### src/rtl/tour_move_sequencer.sv
`default_nettype none
`timescale 1ns/1ps
// ============================================================================
// Module      : tour_move_sequencer
// Description : Replays a computed knight's tour as drive commands for the
//               command processor. In idle it passes UART commands straight
//               through; once a tour starts it owns the command path and
//               issues a vertical leg followed by a horizontal leg (with
//               fanfare) for every stored move.
// Revision    : 1.0 - initial release
// ============================================================================
module tour_move_sequencer #(
    parameter int NUM_MOVES = 24,
    parameter int IDX_W     = 5
) (
    input  logic             clk,
    input  logic             rst_n,
    input  logic             start_tour,
    input  logic [7:0]       move,
    output logic [IDX_W-1:0] mv_indx,
    input  logic [15:0]      cmd_UART,
    input  logic             cmd_rdy_UART,
    output logic             clr_cmd_rdy_UART,
    output logic [15:0]      cmd,
    output logic             cmd_rdy,
    input  logic             clr_cmd_rdy,
    input  logic             send_resp,
    output logic [7:0]       resp,
    output logic             tour_active
);

    // ------------------------------------------------------------------------
    // Constants
    // ------------------------------------------------------------------------
    localparam logic [3:0]       c_OP_MOVE    = 4'h4;
    localparam logic [3:0]       c_OP_FANFARE = 4'h5;
    localparam logic [7:0]       c_HDG_NORTH  = 8'h00;
    localparam logic [7:0]       c_HDG_WEST   = 8'h3F;
    localparam logic [7:0]       c_HDG_SOUTH  = 8'h7F;
    localparam logic [7:0]       c_HDG_EAST   = 8'hBF;
    localparam logic [7:0]       c_RESP_IDLE  = 8'hA5;
    localparam logic [7:0]       c_RESP_BUSY  = 8'h5A;
    localparam logic [IDX_W-1:0] c_LAST_IDX   = IDX_W'(NUM_MOVES - 1);
    localparam logic [IDX_W-1:0] c_IDX_ONE    = IDX_W'(1);

    // ------------------------------------------------------------------------
    // State machine encoding
    // ------------------------------------------------------------------------
    typedef enum logic [2:0] {
        IDLE   = 3'd0,
        VERT   = 3'd1,
        WAIT_V = 3'd2,
        HORZ   = 3'd3,
        WAIT_H = 3'd4
    } state_t;

    state_t           r_state;
    state_t           w_next_state;
    logic [IDX_W-1:0] r_mv_indx;
    logic [IDX_W-1:0] w_next_mv_indx;
    logic             r_tour_active;

    // Decoded move: sign and magnitude of each displacement component
    logic             w_dx_pos;
    logic             w_dy_pos;
    logic [3:0]       w_dx_mag;
    logic [3:0]       w_dy_mag;
    logic [15:0]      w_vert_cmd;
    logic [15:0]      w_horz_cmd;
    logic             w_last_move;

    assign w_last_move = (r_mv_indx == c_LAST_IDX);

    // Decode the one-hot move into (dx, dy); anything not one-hot falls back to bit0
    always_comb begin
        w_dx_pos = 1'b1;
        w_dy_pos = 1'b1;
        w_dx_mag = 4'd1;
        w_dy_mag = 4'd2;
        case (move)
            8'h01: begin w_dx_pos = 1'b1; w_dx_mag = 4'd1; w_dy_pos = 1'b1; w_dy_mag = 4'd2; end
            8'h02: begin w_dx_pos = 1'b0; w_dx_mag = 4'd1; w_dy_pos = 1'b1; w_dy_mag = 4'd2; end
            8'h04: begin w_dx_pos = 1'b0; w_dx_mag = 4'd2; w_dy_pos = 1'b1; w_dy_mag = 4'd1; end
            8'h08: begin w_dx_pos = 1'b0; w_dx_mag = 4'd2; w_dy_pos = 1'b0; w_dy_mag = 4'd1; end
            8'h10: begin w_dx_pos = 1'b0; w_dx_mag = 4'd1; w_dy_pos = 1'b0; w_dy_mag = 4'd2; end
            8'h20: begin w_dx_pos = 1'b1; w_dx_mag = 4'd1; w_dy_pos = 1'b0; w_dy_mag = 4'd2; end
            8'h40: begin w_dx_pos = 1'b1; w_dx_mag = 4'd2; w_dy_pos = 1'b0; w_dy_mag = 4'd1; end
            8'h80: begin w_dx_pos = 1'b1; w_dx_mag = 4'd2; w_dy_pos = 1'b1; w_dy_mag = 4'd1; end
            default: begin
                w_dx_pos = 1'b1;
                w_dx_mag = 4'd1;
                w_dy_pos = 1'b1;
                w_dy_mag = 4'd2;
            end
        endcase
    end

    // Build the two leg commands: vertical is a plain move, horizontal carries fanfare
    always_comb begin
        w_vert_cmd = {c_OP_MOVE,    (w_dy_pos ? c_HDG_NORTH : c_HDG_SOUTH), w_dy_mag};
        w_horz_cmd = {c_OP_FANFARE, (w_dx_pos ? c_HDG_EAST  : c_HDG_WEST),  w_dx_mag};
    end

    // Next-state and move-index logic; send_resp only counts once the leg was consumed
    always_comb begin
        w_next_state   = r_state;
        w_next_mv_indx = r_mv_indx;
        case (r_state)
            IDLE: begin
                if (start_tour) begin
                    w_next_state   = VERT;
                    w_next_mv_indx = '0;
                end
            end
            VERT: begin
                if (clr_cmd_rdy) begin
                    w_next_state = WAIT_V;
                end
            end
            WAIT_V: begin
                if (send_resp) begin
                    w_next_state = HORZ;
                end
            end
            HORZ: begin
                if (clr_cmd_rdy) begin
                    w_next_state = WAIT_H;
                end
            end
            WAIT_H: begin
                if (send_resp) begin
                    if (w_last_move) begin
                        w_next_state = IDLE;
                    end else begin
                        w_next_state   = VERT;
                        w_next_mv_indx = r_mv_indx + c_IDX_ONE;
                    end
                end
            end
            default: begin
                w_next_state = IDLE;
            end
        endcase
    end

    // State, move index and activity flag registers
    always_ff @(posedge clk or negedge rst_n) begin
        if (!rst_n) begin
            r_state       <= IDLE;
            r_mv_indx     <= '0;
            r_tour_active <= 1'b0;
        end else begin
            r_state       <= w_next_state;
            r_mv_indx     <= w_next_mv_indx;
            r_tour_active <= (w_next_state != IDLE);
        end
    end

    // Command-path mux: pass-through in idle, sequencer-owned otherwise.
    // UART consume strobe is gated during a tour so pending commands are held.
    always_comb begin
        cmd              = w_vert_cmd;
        cmd_rdy          = 1'b0;
        clr_cmd_rdy_UART = 1'b0;
        resp             = c_RESP_BUSY;
        case (r_state)
            IDLE: begin
                cmd              = cmd_UART;
                cmd_rdy          = cmd_rdy_UART;
                clr_cmd_rdy_UART = clr_cmd_rdy;
                resp             = c_RESP_IDLE;
            end
            VERT: begin
                cmd     = w_vert_cmd;
                cmd_rdy = 1'b1;
            end
            WAIT_V: begin
                cmd = w_vert_cmd;
            end
            HORZ: begin
                cmd     = w_horz_cmd;
                cmd_rdy = 1'b1;
            end
            WAIT_H: begin
                cmd = w_horz_cmd;
                // Final response of the tour tells the host it is complete
                if (w_last_move) begin
                    resp = c_RESP_IDLE;
                end
            end
            default: begin
                cmd     = w_vert_cmd;
                cmd_rdy = 1'b0;
            end
        endcase
    end

    assign mv_indx     = r_mv_indx;
    assign tour_active = r_tour_active;

endmodule
`default_nettype wire

### config.mk
export PLATFORM = sky130hd
export DESIGN_NAME = tour_move_sequencer
export DESIGN_NICKNAME = d
export VERILOG_FILES = /design/src/rtl/tour_move_sequencer.sv
export SDC_FILE = /design/constraint.sdc
export NUM_CORES = 1
export LEC_CHECK = 0
export BUFFER_PORTS_ARGS = -buffer_cell sky130_fd_sc_hd__buf_4
export CAP_MARGIN = 20
export CORE_ASPECT_RATIO = 1.25
export CORE_MARGIN = 2
export CORE_UTILIZATION = 45
export DETAILED_ROUTE_END_ITERATION = 8
export MAX_ROUTING_LAYER = met4
export PLACE_DENSITY = 0.81
export SYNTH_ARGS = -nofsm -noshare
export SYNTH_HDL_FRONTEND = slang
export SYNTH_SLANG_ARGS = --single-unit
export TNS_END_PERCENT = 30
### constraint.sdc
create_clock -name clk -period 6.5 [get_ports clk]
set_clock_uncertainty 0.15 [all_clocks]
set_input_delay 1.95 -clock clk [delete_from_list [all_inputs] [get_ports clk]]
set_output_delay 1.95 -clock clk [all_outputs]
set_load 0.01 [all_outputs]
==> results of run 1 <==
==> cells by family after synthesis <==
family,Yosys count
flops,9
xor+xnor,8
simple gates,48
fa+ha+maj,1
buf+inv,16
mux,1
compound gates,31
==> registers in the layout, summed over array words and instances (netlist names) <==
signal       cells
mv_indx          5
r_state          3
tour_active      1
==> worst max-delay path: cells and delay by family <==
family / cells / cell delay [ns]
and+or+nand+nor: 2 / 0.56
AOI/OAI and AO/OA: 2 / 0.39
buffers and inverters: 2 / 0.23
==> power by group <==
part / switching (mW) / leakage [nW] / total [mW] / internal (mW)
Clock: 0.0168 / 0.0150 / 0.0403 / 0.0235
Combinational: 0.195 / 0.548 / 0.410 / 0.215
Sequential: 0.0313 / 0.117 / 0.101 / 0.0695
Total: 0.243 / 0.680 / 0.551 / 0.308
==> layer usage <==
| metal | share of wire, % | vias up | global-route usage, % |
|---|---|---|---|
| met4 | 1.3 | 0 | 5.88 |
| li1 | - | 517 | - |
| met2 | 54 | 29 | 36.7 |
| met1 | 39 | 457 | 25.9 |
| met5 | 0 | - | - |
| met3 | 5.5 | 4 | 1.31 |
==> synth_stat cells, drive strengths merged (2+ instances only) <==
library cell / n / area, um2
clkbuf: 2 / 7.51
nand2: 6 / 22.5
o21ai: 7 / 35.0
a21oi: 7 / 35.0
or3: 4 / 35.0
nor3b: 2 / 20.0
nor3: 2 / 10.0
nor4b: 5 / 43.8
nand3: 4 / 20.0
inv: 3 / 11.3
a22o: 2 / 17.5
a31oi: 2 / 12.5
and2: 6 / 37.5
dfrtp: 9 / 225
o21a: 6 / 45.0
buf: 10 / 65.1
nor2: 9 / 33.8
nand4: 3 / 18.8
xor2: 7 / 61.3
==> final cells by class <==
cell class / instances / area share [%]
Inverter: 4 / 1.08
Multi-Input combinational cell: 89 / 45.6
Clock buffer: 4 / 1.89
Sequential cell: 9 / 16.2
Tap cell: 20 / 1.80
Timing Repair Buffer: 62 / 33.4
==> through the flow <==
stage                     utilization (%)  worst slack [ns]  hold WS, ns  std cells  power, mW
after floorplan                         -              1.47        0.411        114      0.349
after global placement               68.4              1.28        0.382        183      0.502
after detailed placement             68.4              1.26        0.398        183      0.511
after CTS                            69.8              1.25        0.409        187      0.554
after global routing                 70.0              1.18        0.454        188      0.596
final                                70.0              1.26        0.404        188      0.551
==> final timing paths <==
kind / cells past startpoint / startpoint / end
setup / recovery: 6 / move[0] / cmd[5]
hold / removal: 1 / mv_indx[0] / mv_indx[0]
setup reg to reg: 4 / r_state[2] / mv_indx[0]
hold reg to reg: 1 / mv_indx[0] / mv_indx[0]
max in group asynchronous: 1 / rst_n / r_state[1]
min in group asynchronous: 1 / rst_n / mv_indx[2]
==> metrics.md, run 1 <==
| Metric | Value |
|---|---|
| Total CTS buffers | `3` |
| Final setup vio count | `0` |
| Area of placed instances | `0.00136 mm2` |
| Run status | `finished clean` |
| Worst-path clk slew | `0.05 ns` |
| Die area | `0.00249 mm2` |
| Initial Utilization | `47.7%` |
| Final instance area | `0.00139 mm2` |
| Crit end category | `output pin` |
| Cell mode on critical path | `buf_4` |
| Most frequent cells in the layout | `61 x buf_4, 9 x nor2_1, 9 x dfrtp_1` |
| Vias in the first global route | `938` |
| Postcts setup bufs | `0` |
| Mean Syn Cell Area | `8.30 um2` |
| Synth cell types | `42` |
| FF+latch count, synth | `9` |
| # diodes | `0` |
| Asr flop ratio synth | `100%` |
| Routability congestion estimate | `0.773` |
| RSZ-0062 raised after global routing | `false` |
| Mapped Area | `946 um2` |
| Grt total ovfl | `0` |
| Die X | `45.0 um` |
| Final ANT Viol Nets | `0` |
| Slew Limit Fails | `0` |
| Worst setup SP type | `primary input` |
| Fmax | `191 MHz` |
| Hold_buf cts | `0` |
| Post-synthesis sequential area ratio | `23.8%` |
| Total Routing Usage GR | `21.3%` |
| Commonest non-fill, non-tap cell in the layout | `buf_4` |
| Clock sinks | `9` |
| Total core area | `0.00198 mm2` |
| # H-tree levels | `1` |
| Crit-path max FO | `6` |
| Vias per cell | `5.36` |
| Fin crit share | `80.5%` |
| Post-synth top flop | `dfrtp_1` |
| Synthesized netlist cell count | `114` |
| Post-synth EDFFs | `0` |
| Routed via count | `1007` |
| Drt total wl | `2.46 mm` |
| Max VDD drop | `243 uV` |
| Worst Setup Path Type | `in2out` |
| Arrival @ worst endpoint | `3.14 ns` |
| Layout filler cell count | `180` |
| Xor and xnor area share after synthesis | `7.41%` |
| Post-synthesis compound-gate area fraction | `22.9%` |
| Pleak | `0.680 nW` |
| Initial DRC count | `20` |
| Synth warn | `0` |
| Number of I/O pins | `62` |
| P&R area growth vs syn | `46.7%` |
| PortBufs | `61` |
| Final setup TNS | `0 ns` |
| HP Class | `reg2reg` |
| Largest stage delay on the critical path | `0.39 ns` |
| Syn_nets | `145` |
| Slew at the pin closest to its max-slew limit | `0.592 ns` |
| Root Buffer Master | `clkbuf_4` |
| Fin crit period | `5.24 ns` |
| Multiplexer area fraction after synthesis | `1.59%` |
| Clk Latency, worst-skew pair | `0.25 ns` |
| Reg2Reg Setup Slack | `4.73 ns` |
| DRC Markers | `0` |
| Crit-path cells | `buf_4 -> or3_4 -> nand3b_4 -> o211ai_4 -> o21a_1 -> buf_4` |
| TritonCTS clock tree | `done` |
| TritonRoute pass-1 iters | `4` |
| Storage element area | `225 um2` |
| Worst Path Required | `4.40 ns` |
| Pin count of the biggest net entering global routing | `23` |
| Initial antenna violation count | `0` |
| Max-cap violation count | `0` |
| Slowest stage cell, crit path | `or3_4` |
| Simple-gate area share of the yosys netlist | `33.7%` |
| Post_cts resized | `0` |
| Die extent in y | `55.3 um` |
| Final count of hold timing violations | `0` |
| Pwr per Cell Area | `397 mW/mm2` |
| First-pass GRT wire length | `4.11 mm` |
| Share of cells above drive strength 1 | `43.5%` |
| Area of the multi-input gates | `633 um2` |
| Nets@finish | `200` |
| Slew margin rel. | `60.2%` |
| Hpwl dp | `2.02 mm` |
| Adder-cell share of the synthesized area | `1.32%` |
| Clock tree buffer depth | `2` |
| Rows | `18` |
| Drt wl/cell | `13.1 um` |
| Largest family of logic cells by synthesized area | `simple AND/OR/NAND/NOR gates` |
(Power assumes the default switching activity.)
==> run 2, diff against run 1 <==
--- a/config.mk
+++ b/config.mk
@@ -9,10 +9,10 @@
 export CAP_MARGIN = 20
 export CORE_ASPECT_RATIO = 1.25
 export CORE_MARGIN = 2
-export CORE_UTILIZATION = 45
+export CORE_UTILIZATION = 42
 export DETAILED_ROUTE_END_ITERATION = 8
 export MAX_ROUTING_LAYER = met4
-export PLACE_DENSITY = 0.81
+export PLACE_DENSITY = 0.76
 export SYNTH_ARGS = -nofsm -noshare
 export SYNTH_HDL_FRONTEND = slang
 export SYNTH_SLANG_ARGS = --single-unit
==> constraint.sdc (replaced) <==
create_clock -name clk -period 5.15 [get_ports clk]
set_clock_uncertainty 0.15 [all_clocks]
set_input_delay 1.545 -clock clk [delete_from_list [all_inputs] [get_ports clk]]
set_output_delay 1.545 -clock clk [all_outputs]
set_load 0.01 [all_outputs]
==> run 2 against run 1 <==
Compared with the run above: clock power rose by 35%; critical path depth did not move; combinational power is 27% higher; cell count is 5.9% higher; sequential power up 26%; global-route usage down 0.30 points; cell area rose by 0.99%; first-iteration DRC count fell by 50%; hold slack improved by 0.0031 ns; largest cell class unchanged; largest power group unchanged.
==> metrics.md, run 2 (same netlist as run 1, synthesis figures left out) <==
| Metric | Value |
|---|---|
| Run status | `finished clean` |
| Overall Power | `703 uW` |
| Hpwl dp | `2.09 mm` |
| Worst Path Required | `3.46 ns` |
| Max VDD drop | `328 uV` |
| Final count of hold timing violations | `0` |
| Postcts setup bufs | `0` |
| Final ANT Viol Nets | `0` |
| Fmax | `224 MHz` |
| Number of I/O pins | `62` |
| Total CTS buffers | `3` |
| # H-tree levels | `1` |
| P&R area growth vs syn | `48.1%` |
| Rows | `19` |
| Number of flip-flops under the largest register name | `5` |
| Commonest non-fill, non-tap cell in the layout | `buf_4` |
| # diodes | `0` |
| RSZ-0062 raised after global routing | `false` |
| Pleak | `0.680 nW` |
| Vias in the first global route | `975` |
| Internal Pwr Total | `389 uW` |
| GRT Max-Usage Layer | `met2` |
| Sw frac | `44.7%` |
| Max-cap violation count | `0` |
| Share of cells above drive strength 1 | `43.5%` |
| Die extent in y | `57.1 um` |
| Slew margin rel. | `59.4%` |
| Drt wl/cell | `12.9 um` |
| Hold_buf cts | `0` |
| Drt total wl | `2.58 mm` |
| Fin crit period | `4.46 ns` |
| Worst setup SP type | `primary input` |
| Post_cts resized | `0` |
| Clk Latency, worst-skew pair | `0.26 ns` |
| Vias per cell | `5.27` |
| Grt total ovfl | `0` |
| Routing usage on met3 | `2.22%` |
| Gate power share | `74.2%` |
| Most frequent cells in the layout | `61 x buf_4, 9 x nor2_1, 9 x dfrtp_1` |
| PortBufs | `61` |
| Crit-path max FO | `6` |
| Initial DRC count | `10` |
| Fin cells | `199` |
| DRC Markers | `0` |
| Final setup vio count | `0` |
| Root Buffer Master | `clkbuf_4` |
| Final setup TNS | `0 ns` |
| Pwr per Cell Area | `502 mW/mm2` |
| HP Class | `reg2reg` |
| Slew at the pin closest to its max-slew limit | `0.605 ns` |
| TritonCTS clock tree | `done` |
| Crit end category | `output pin` |
| Die X | `46.4 um` |
| Initial antenna violation count | `0` |
| Clock Power Share | `7.7%` |
| Reg power frac | `18.1%` |
| Total Routing Usage GR | `21.0%` |
| Initial Utilization | `43.7%` |
| Fin crit share | `86.6%` |
| Slew Limit Fails | `0` |
| P_sw | `315 uW` |
| Arrival @ worst endpoint | `2.76 ns` |
| Routability congestion estimate | `0.776` |
| Met1 usage | `23.5%` |
| Pin count of the biggest net entering global routing | `23` |
| Total core area | `0.00216 mm2` |
| Worst-path clk slew | `0.06 ns` |
| TritonRoute pass-1 iters | `4` |
| Met2 usage | `35.1%` |
| Placed insts | `194` |
| Routed via count | `1048` |
| First-pass GRT wire length | `4.06 mm` |
| Die area | `0.00265 mm2` |
| Clock sinks | `9` |
| Worst Setup Path Type | `in2out` |
| Clock tree buffer depth | `2` |
| Nets@finish | `200` |
## run 2: cell counts in the layout (fill, tap and decap cells not counted)
Identical to the previous run, type by type.
## run 2: critical path, cell delays in order
cell	delay, ns
buf_4	0.14
nor4_4	0.40
nand3_1	0.21
o211ai_4	0.17
o21a_1	0.17
buf_4	0.12
## run 2: worst paths after layout
kind                                 start    endpoint  slack (ns)  cells past startpoint
worst min register to register  mv_indx[1]  mv_indx[1]        0.41                      2
max in group asynchronous            rst_n  r_state[1]        3.77                      1
worst max register to register  r_state[2]  mv_indx[0]        3.34                      4
min in group asynchronous            rst_n  mv_indx[3]        0.94                      1
worst max-delay path               move[1]      cmd[6]        0.69                      6
worst min-delay path            mv_indx[1]  mv_indx[1]        0.41                      2
## run 2: final cells by class
cell class	instances	area, um2
Fill cell	204	762
Multi-Input combinational cell	89	633
Timing Repair Buffer	62	463
Sequential cell	9	225
Tap cell	31	38.8
Clock buffer	4	26.3
Inverter	4	15.0
## run 2: per-stage QoR
step | area, um2 | setup slack, ns | utilization (%) | hold WS (ns)
6_report | 1400 | 0.691 | 64.8 | 0.407
5_1_grt | 1400 | 0.641 | 64.8 | 0.479
4_1_cts | 1400 | 0.700 | 64.5 | 0.412
3_5_place_dp | 1370 | 0.703 | 63.3 | 0.396
3_3_place_gp | 1370 | 0.741 | 63.3 | 0.387
2_1_floorplan | 946 | 0.934 | - | 0.411
## run 2: power groups by stage
stage	sequential [mW]	clock, mW	combinational (mW)
final	0.127	0.0544	0.522
after global routing	0.132	0.0609	0.566
after CTS	0.127	0.0569	0.522
after detailed placement	0.128	0	0.519
after global placement	0.126	0	0.508
after floorplan	0.107	0	0.333
## run 2: routing by layer
metal,vias to the layer above,part of all wire (%)
met2,34,53
met1,485,40
met4,0,2.0
met3,6,5.0
li1,523,-
met5,-,0
==> run 3, diff against run 2 <==
--- a/config.mk
+++ b/config.mk
@@ -9,10 +9,11 @@
 export CAP_MARGIN = 20
 export CORE_ASPECT_RATIO = 1.25
 export CORE_MARGIN = 2
-export CORE_UTILIZATION = 42
+export CORE_UTILIZATION = 43
+export CTS_BUF_LIST = sky130_fd_sc_hd__clkbuf_4
 export DETAILED_ROUTE_END_ITERATION = 8
 export MAX_ROUTING_LAYER = met4
-export PLACE_DENSITY = 0.76
+export PLACE_DENSITY = 0.78
 export SYNTH_ARGS = -nofsm -noshare
 export SYNTH_HDL_FRONTEND = slang
 export SYNTH_SLANG_ARGS = --single-unit
==> run 3 against run 2 <==
Compared with the run above: global-route usage decreased by 0.53 points; register-to-register slack gained 0.03 ns; worst setup slack better by 0.030 ns; total power fell by 0.56%; flip-flop and latch count did not move; cell area fell by 0.80%; clock power shrank 1%; critical endpoint is now cmd[8].
==> metrics.md, run 3 (same netlist as run 1, synthesis figures left out) <==
| Metric | Value |
|---|---|
| Run status | `finished clean` |
| Layout filler cell count | `197` |
| Post_cts resized | `0` |
| RR Startpoint | `mv_indx[0]` |
| Final instance area | `0.00139 mm2` |
| Worst Setup Path Type | `in2out` |
| PortBufs | `61` |
| Vias per cell | `5.40` |
| Initial antenna violation count | `0` |
| Worst Path Required | `3.46 ns` |
| Max VDD drop | `291 uV` |
| TritonCTS clock tree | `done` |
| Fin crit share | `86.0%` |
| Worst Hold Launch | `mv_indx[1]` |
| Reg2Reg Setup Slack | `3.37 ns` |
| Fmax | `226 MHz` |
| Slew margin rel. | `60.0%` |
| Hold_buf cts | `0` |
| DRC Markers | `0` |
| Rows | `19` |
| Crit end category | `output pin` |
| Total core area | `0.00214 mm2` |
| Die area | `0.00259 mm2` |
| # H-tree levels | `1` |
| # diodes | `0` |
| Die extent in y | `56.4 um` |
| Slew at the pin closest to its max-slew limit | `0.600 ns` |
| Total Routing Usage GR | `20.5%` |
| RSZ-0062 raised after global routing | `false` |
| Drt total wl | `2.51 mm` |
| Slew Limit Fails | `0` |
| Area of placed instances | `0.00136 mm2` |
| Pwr per Cell Area | `503 mW/mm2` |
| Internal Pwr Total | `387 uW` |
| Vias in the first global route | `919` |
| Sw frac | `44.6%` |
| P&R area growth vs syn | `47.0%` |
| Final setup vio count | `0` |
| Max-cap violation count | `0` |
| Root Buffer Master | `clkbuf_4` |
| Clock sinks | `9` |
| First-pass GRT wire length | `4.04 mm` |
| Die X | `46.0 um` |
| P_sw | `312 uW` |
| Initial DRC count | `10` |
| Worst-path clk slew | `0.06 ns` |
| Drt wl/cell | `13.3 um` |
| Number of flip-flops under the largest register name | `5` |
| Crit-path max FO | `6` |
| Reg-to-Reg End | `tour_active` |
| Clock Power Share | `7.7%` |
| Final count of hold timing violations | `0` |
| Clk Latency, worst-skew pair | `0.26 ns` |
| Postcts setup bufs | `0` |
| Worst setup SP type | `primary input` |
| Grt total ovfl | `0` |
| Routability congestion estimate | `0.765` |
| Pleak | `0.682 nW` |
| Hold endpoint | `mv_indx[1]` |
| Final ANT Viol Nets | `0` |
| Initial Utilization | `44.2%` |
| Total CTS buffers | `3` |
| Number of I/O pins | `62` |
| Reg power frac | `18.1%` |
| TritonRoute pass-1 iters | `4` |
| Nets@finish | `200` |
| Worst-case reg-to-reg path depth | `5` |
| Routed via count | `1020` |
| HP Class | `reg2reg` |
| Final setup TNS | `0 ns` |
| Hpwl dp | `2.03 mm` |
| Clock tree buffer depth | `2` |
| Arrival @ worst endpoint | `2.73 ns` |
| Gate power share | `74.2%` |
| Commonest non-fill, non-tap cell in the layout | `buf_4` |
| Most frequent cells in the layout | `61 x buf_4, 9 x nor2_1, 9 x dfrtp_1` |
| Fin crit period | `4.43 ns` |
| Share of cells above drive strength 1 | `44.0%` |
| Pin count of the biggest net entering global routing | `23` |
| Hold path cells | `2` |
## run 3: stage by stage
step	worst slack, ns	utilization, %	hold slack [ns]	cells	total power, mW
floorplan	0.934	-	0.411	114	0.440
global placement	0.738	63.5	0.387	184	0.633
detailed placement	0.713	63.5	0.401	184	0.647
CTS	0.711	64.7	0.421	188	0.704
global route	0.585	65.0	0.456	189	0.756
finish	0.721	65.0	0.416	189	0.699
## run 3: critical path, cell delays in order
cell      delay [ns]
buf_4           0.12
or3_4           0.39
nand3b_4        0.17
o211ai_4        0.23
o21a_1          0.16
buf_4           0.11
## run 3: area by class of cell
type / instances / area (um2) / share of cell area, %
Clock inverter: 1 / 5.00 / 0.360
Inverter: 4 / 15.0 / 1.08
Tap cell: 21 / 26.3 / 1.89
Multi-Input combinational cell: 89 / 633 / 45.5
Sequential cell: 9 / 225 / 16.2
Clock buffer: 3 / 22.5 / 1.62
Timing Repair Buffer: 62 / 463 / 33.3
## run 3: worst max path at each step
stage | depth (start not counted) | end | startpoint
global placement | 6 | cmd[4] | move[1]
floorplan | 5 | cmd[0] | move[3]
CTS | 6 | cmd[10] | move[1]
global route | 6 | cmd[11] | move[1]
finish | 6 | cmd[8] | move[0]
detailed placement | 6 | cmd[9] | move[1]
## run 3: power groups by stage
stage | combinational, mW | clock, mW | sequential [mW]
final | 0.519 | 0.0538 | 0.127
after global routing | 0.565 | 0.0592 | 0.132
after CTS | 0.522 | 0.0554 | 0.126
after detailed placement | 0.519 | 0 | 0.128
after global placement | 0.507 | 0 | 0.126
after floorplan | 0.333 | 0 | 0.107
## run 3: per-layer routing
metal | vias to the layer above | global-route usage, % | wire (um)
li1 | 519 | - | -
met1 | 473 | 25.1 | 998
met2 | 26 | 34.7 | 1390
met3 | 2 | 1.29 | 119
met4 | 0 | 6.12 | 6
met5 | - | - | 0
